===== src/rtl/sprite_line_fetcher.sv =====
// Sprite row fetcher: reads 16 ROM words for one 64-pixel, 4 bpp row,
// unpacks them into a 64-entry line buffer and serves registered reads.
module sprite_line_fetcher #(
    parameter int ROM_LATENCY = 2
) (
    input  logic        clk,
    input  logic        reset,
    input  logic        start_i,
    input  logic [2:0]  sprite_sel_i,
    input  logic [5:0]  row_i,
    output logic        busy_o,
    output logic        done_o,
    output logic [2:0]  rom_sprite_sel_o,
    output logic [9:0]  rom_word_addr_o,
    input  logic [15:0] rom_data_i,
    input  logic [5:0]  pix_x_i,
    output logic [3:0]  pix_o
);

    localparam logic [1:0] S_IDLE  = 2'd0;
    localparam logic [1:0] S_ISSUE = 2'd1;
    localparam logic [1:0] S_DRAIN = 2'd2;
    localparam logic [1:0] S_DONE  = 2'd3;

    logic [1:0]             r_state;
    logic [5:0]             r_row;
    logic [3:0]             r_k;
    logic [2:0]             r_sel;
    logic [9:0]             r_addr;
    logic [ROM_LATENCY-1:0] r_tag_v;
    logic [3:0]             r_tag_k [ROM_LATENCY];
    logic [3:0]             r_buf   [64];
    logic [3:0]             r_pix;

    logic       w_start;
    logic       w_issue;
    logic       w_wr;
    logic [3:0] w_wr_k;
    logic       w_last;

    // DONE behaves like IDLE for new requests so fetches can chain
    assign w_start = start_i && ((r_state == S_IDLE) || (r_state == S_DONE));
    assign w_issue = (r_state == S_ISSUE);
    assign w_wr    = r_tag_v[ROM_LATENCY-1];
    assign w_wr_k  = r_tag_k[ROM_LATENCY-1];
    assign w_last  = w_wr && (w_wr_k == 4'hF);

    assign busy_o           = (r_state == S_ISSUE) || (r_state == S_DRAIN);
    assign done_o           = (r_state == S_DONE);
    assign rom_sprite_sel_o = r_sel;
    assign rom_word_addr_o  = r_addr;
    assign pix_o            = r_pix;

    // Fetch sequencing: latch request, step word index, wait for last word
    always_ff @(posedge clk or posedge reset) begin
        if (reset) begin
            r_state <= S_IDLE;
            r_row   <= 6'd0;
            r_k     <= 4'd0;
            r_sel   <= 3'd0;
            r_addr  <= 10'd0;
        end else begin
            case (r_state)
                S_IDLE, S_DONE: begin
                    if (w_start) begin
                        r_sel   <= sprite_sel_i;
                        r_row   <= row_i;
                        r_k     <= 4'd0;
                        r_addr  <= {row_i, 4'd0};
                        r_state <= S_ISSUE;
                    end else begin
                        r_state <= S_IDLE;
                    end
                end
                S_ISSUE: begin
                    if (r_k == 4'hF) begin
                        r_state <= S_DRAIN;
                    end else begin
                        r_k    <= r_k + 4'd1;
                        r_addr <= {r_row, r_k + 4'd1};
                    end
                end
                S_DRAIN: begin
                    if (w_last) begin
                        r_state <= S_DONE;
                    end
                end
                default: r_state <= S_IDLE;
            endcase
        end
    end

    // Tag pipeline tracks which word index returns from the ROM each cycle
    always_ff @(posedge clk or posedge reset) begin
        if (reset) begin
            r_tag_v <= '0;
            for (int i = 0; i < ROM_LATENCY; i++) begin
                r_tag_k[i] <= 4'd0;
            end
        end else begin
            r_tag_v[0] <= w_issue;
            r_tag_k[0] <= r_k;
            for (int i = 1; i < ROM_LATENCY; i++) begin
                r_tag_v[i] <= r_tag_v[i-1];
                r_tag_k[i] <= r_tag_k[i-1];
            end
        end
    end

    // Line buffer write: one ROM word fills four consecutive pixels
    always_ff @(posedge clk) begin
        if (w_wr) begin
            r_buf[{w_wr_k, 2'd0}] <= rom_data_i[15:12];
            r_buf[{w_wr_k, 2'd1}] <= rom_data_i[11:8];
            r_buf[{w_wr_k, 2'd2}] <= rom_data_i[7:4];
            r_buf[{w_wr_k, 2'd3}] <= rom_data_i[3:0];
        end
    end

    // Registered read port; a same-cycle write is seen one read later
    always_ff @(posedge clk or posedge reset) begin
        if (reset) begin
            r_pix <= 4'd0;
        end else begin
            r_pix <= r_buf[pix_x_i];
        end
    end

endmodule

===== config.mk =====
export PLATFORM = sky130hd
export DESIGN_NAME = sprite_line_fetcher
export DESIGN_NICKNAME = d
export VERILOG_FILES = /design/src/rtl/sprite_line_fetcher.sv
export SDC_FILE = /design/constraint.sdc
export NUM_CORES = 1
export LEC_CHECK = 0
export ABC_AREA = 1
export ABC_CLOCK_PERIOD_IN_PS = 1600
export CAP_MARGIN = 30
export CORE_MARGIN = 3
export CORE_UTILIZATION = 54
export DETAILED_ROUTE_END_ITERATION = 12
export GPL_ROUTABILITY_DRIVEN = 0
export PLACE_DENSITY = 0.75
export SYNTH_ARGS = -nofsm -noshare
export SYNTH_HDL_FRONTEND = slang
export SYNTH_SLANG_ARGS = --single-unit

===== constraint.sdc =====
create_clock -name clk -period 1.6 [get_ports clk]
set_input_delay 0.48 -clock clk [delete_from_list [all_inputs] [get_ports clk]]
set_output_delay 0.48 -clock clk [all_outputs]
set_load 0.1 [all_outputs]

# == Word level (Yosys, flattened, before mapping) ==
# Memories as Yosys holds them, arrays and structs flattened. A register that Yosys moved wholly into a read port is not among the register bits.
# Index checks and enable logic that the tools add are counted.
# totals
elab_cells,41
ramBits,256
output_inout_bits,19
ff_bits,35
mem_count,1
# memory_table
name,depth,word_bits,rd,rd_ports_with_merged_regs,write_ports,line_no,rtl
r_buf,64,4,1,1,4,32,logic [3:0] r_buf [64];
# op_classes
n_mux,12
addsub,1
reduce_logical,10
n_eq_ne,9
# ops
cell,n
$mux 10,2
$pmux 10 s2,1
$eq 4x4->1 const B,2
$mux 4,2
$pmux 4 s2,1
$ne 2x2->1 const B,3
$pmux 2 s3,1
$add 4x1->4 const B,1
$eq 2x2->1 const B,2
$mux 2,2
$reduce_and 2->1,2
$mux 1,3
$reduce_and 3->1,1
$eq 2x1->1 const B,1
$logic_and 1x1->1,2
$logic_not 2->1,1
$logic_or 1x1->1,2
$ne 2x1->1 const B,1
$reduce_bool 2->1,1
$reduce_or 2->1,1

# == Depth between registers and ports, before layout ==
# depth
ltp_word,5
mapped_depth,11
ltp_nobuf,9

# == Worst setup path after synthesis ==
# No wires, ideal clock.
# synth_timing
path_type,reg-to-reg
start,register r_k[0]
end,register r_k[0]
path_stages_with_launch,7
required_ns,1.479
path_buffers,1
arrival_time_ns,1.949
setup_slack_ns,-0.470
path_cell_list,dfrtp_1 -> ha_1 -> nand4_1 -> nand2_2 -> inv_2 -> buf_4 -> o21a_1
# synth_via
elab_chain_cells,3
word_cells_on_any_way,6
cone_classes,add/sub (1); eq/ne (2); mux (2); reduce/logical (1)
# synth_rtl
item,line_no,rtl
"start, declared",27,logic [3:0] r_k;
"start signal, assigned",79,r_k <= r_k + 4'd1;
$add 4x1->4 or $eq 4x4->1 (tied branches),"79, 76",
$mux 4 or $ne 2x2->1 (tied branches),n/a,
$pmux 4 s2 or $reduce_and 3->1 (tied branches),n/a,
# Parallel ways exist; a longest one is shown, timed or not. The select of a mux whose other input is x is not followed.
# A chain may end at the register's enable or synchronous reset.

# == Final worst setup path ==
# layout_timing
start,register r_state[1]
end,output port busy_o
# layout_via
elab_chain_cells,2
word_cells_on_any_way,3
cone_classes,eq/ne (2); reduce/logical (1)
# layout_rtl
item,line_no,rtl
"start, declared",25,logic [1:0] r_state;
"start signal, assigned",57,r_state <= S_IDLE;
"start signal, assigned",70,r_state <= S_ISSUE;
"start signal, assigned",72,r_state <= S_IDLE;
$eq 2x1->1 or $eq 2x2->1 (tied branches),48,assign busy_o = (r_state == S_ISSUE) || (r_state == S_DRAIN);
$logic_or 1x1->1 (*),48,
"end, declared",11,"output logic busy_o,"
# Every way passes the cells marked *; elsewhere a longest branch is shown, timed or not.

==> results.txt <==
Yosys reg bits = 291
DRT antenna net count = 0
vias = 8147
1st-iter DRT viols = 878
Post-Syn Nets = 1044
failing checks = negative setup slack
drt drc = 0
Placed Cells = 1357
Total Wirelength = 27900 um
RR Endpoint = rom_word_addr_o[4]
Worst Slack Setup Final = -0.412 ns
power density cells = 1420 nW/um2
R2R depth = 9
crit path max-delay cell type = dfrtp_1
Clock Tree Buf Depth = 3
Synth-to-Final Area Change = 21.7%
relative slew slack = 79.1%
highest net fanout along the worst path = 2
Worst-path clk slew = 0.06 ns
I/O Buffers = 52
Worst setup startpoint = r_state[1]
FP Rows = 53
sequential share of the synthesized area = 72.4%
clock latency on the worst-skew pair = 0.53 ns
first-pass GRT wire length = 43900 um
vias in the first global route = 8100
share of layout cells above drive strength 1 = 15.3%
Main synth FF type = edfxtp_1
FF-to-FF Start = r_state[0]
Remaining Overflow, GRT = 0
gr usage total = 23.4%
first drt pass iteration count = 5
Clock Root Buffer = clkbuf_16
initial antenna violation count = 0
CTS tree = built
leakage = 0.00551 uW
family with the most delay on the worst path = flip-flops
Post-synth EDFFs = 256
status = complete, but fails checks
Critical Path Start Type = flip-flop
Tcrit/Tclk final = 126%
final setup vio count = 19
CP Buf/Inv Count = 2
# Max-Cap Violations = 0
hpwl dp = 16900 um
die span in x = 154 um
Cell variety after synth = 25
Crit path arrival time = 1.53 ns
Initial Utilization = 55.6%
slowest stage delay, CP = 0.40 ns
Max IR drop VDD = 1750 uV
hold_buf cts = 0
kind of critical path = reg2out
post-synthesis cell area = 11800 um2
HP Class = in2async
core area = 21300 um2
worst slew pin tran = 0.312 ns
Max Slew Vio Count = 0
Worst EP required = 1.12 ns
Clock Sinks = 291
crit path time final = 2.01 ns
drt wl/cell = 19.7 um
ys async rst share = 12.0%
filler-free cell count of the finished design = 1419
CP Capture Type = primary output
H-tree Lvls = 1
ANT cells = 0
vias per cell = 5.74
Avg Cell Area, Syn = 11.8 um2
Die Ht = 154 um
Final Hold Fails = 0
r2r setup slk = 0.07 ns
worst-path cell chain = ha_4, clkinvlp_4, buf_12
Highest Clock Rate = 0.497 GHz
nets@finish = 1161
die area = 23700 um2
Num CTS Buffers = 28
largest net degree at the start of global routing = 47
Worst Skew = 0.0104 ns
setup TNS = -1.14 ns
Gate Count Post-Synth = 1006
RSZ-0062 raised after global routing = true
Post-Place Worst Slack = -0.326 ns
warnings from Yosys = 0
I/O Pins = 53
## cell usage in the layout (no fill, tap or decap), types with 2 or more instances in the layout
master,count
bufinv_16,2
buf_12,41
clkinvlp_4,5
clkbuf_1,5
ha_4,3
dfrtp_2,2
nor2_1,17
nand3b_1,2
nand2_2,2
buf_4,68
o21ai_0,5
nand3_1,219
inv_1,7
inv_2,4
nor2_2,6
a31oi_1,6
nand2_1,376
clkdlybuf4s50_1,31
edfxtp_1,256
dfrtp_4,2
clkinv_2,5
clkinv_1,8
dfrtp_1,31
clkbuf_16,30
## synth_stat cells, types with 4 or more instances
master,instances,area share (%)
o21ai_0,5,0.21
clkbuf_1,6,0.19
inv_2,4,0.13
nand2_1,377,12
ha_1,4,0.42
buf_4,6,0.38
dfrtp_1,35,7.4
nand3_1,219,9.3
edfxtp_1,256,65
nor2_1,23,0.73
inv_1,10,0.32
buf_2,17,0.72
buf_6,22,2.1
a31oi_1,6,0.32
buf_1,4,0.13
## area by class of cell
class                   instances  area (um2)
clock buffers                  34         744
clock inverters                17         136
fillers                      1473        6900
inverters                      15        63.8
multi-input cells             645        2850
flip-flops and latches        291        8570
well taps                     275         344
repair buffers                142        1670
## sequential cells by signal (all words and copies together) (netlist names)
| name | count |
|---|---|
| r_state | 2 |
| rom_word_addr_o | 7 |
| rom_sprite_sel_o | 3 |
| pix_o | 4 |
| w_wr_k | 4 |
| r_k | 3 |
| r_buf | 256 |
| r_tag_v | 2 |
| r_row | 6 |
| r_tag_k | 4 |
## how the worst max path moves through the flow
stage,end,slack (ns),cells past startpoint
after CTS,busy_o,-0.41,3
after global routing,busy_o,-0.46,3
final,busy_o,-0.41,3
after global placement,pix_o[1],-0.30,8
after detailed placement,pix_o[3],-0.33,8
after floorplan,r_buf[32][0],-0.09,2
## per-stage QoR
stage,hold slack (ns),total power [uW],instance area (um2),util [%]
after detailed placement,0.336,13900,13400,62.8
final,0.326,20500,14400,67.6
after global routing,0.352,21200,14400,67.6
after CTS,0.333,20300,14300,67.3
after global placement,0.332,13800,13400,62.8
after floorplan,0.331,12100,11900,-
## per-layer routing
layer | share of wire (%) | global-route usage (%) | vias up
met2 | 49 | 38.9 | 425
met4 | 2.6 | 6.94 | 0
met1 | 40 | 32.5 | 3927
met3 | 8.3 | 3.46 | 62
met5 | 0 | 0 | -
li1 | - | - | 3733
## worst min-delay path, stage by stage
cell and delay, ns:
clkdlybuf4s50_1 0.41, inv_1 0.10, buf_12 0.23
## what timing repair did
item / CTS / global route
resized for setup: 2 / 5
gates cloned: 0 / 1
endpoints found under the setup margin: 19 / 27
setup buffers: 7 / 3
endpoints found under the hold margin: 0 / 0
pin swaps: 1 / 2
## kinds of logic after synthesis
kind of cell / after synthesis / share of synthesized area, %
AOI/OAI and AO/OA: 16 / 0.836
xor gates and xnor gates: 2 / 0.148
and+or+nand+nor: 623 / 22.2
DFF: 291 / 72.4
adders and majority gates: 4 / 0.423
buffers and inverters: 70 / 3.99
## power breakdown
part           leakage, uW  total [uW]  internal, uW  switching, uW
logic              0.00235        5000          1890           3110
clock network     0.000419        6270          3620           2650
registers          0.00274        9220          8860            357
total              0.00551       20500         14400           6120
(Power assumes the default switching activity.)
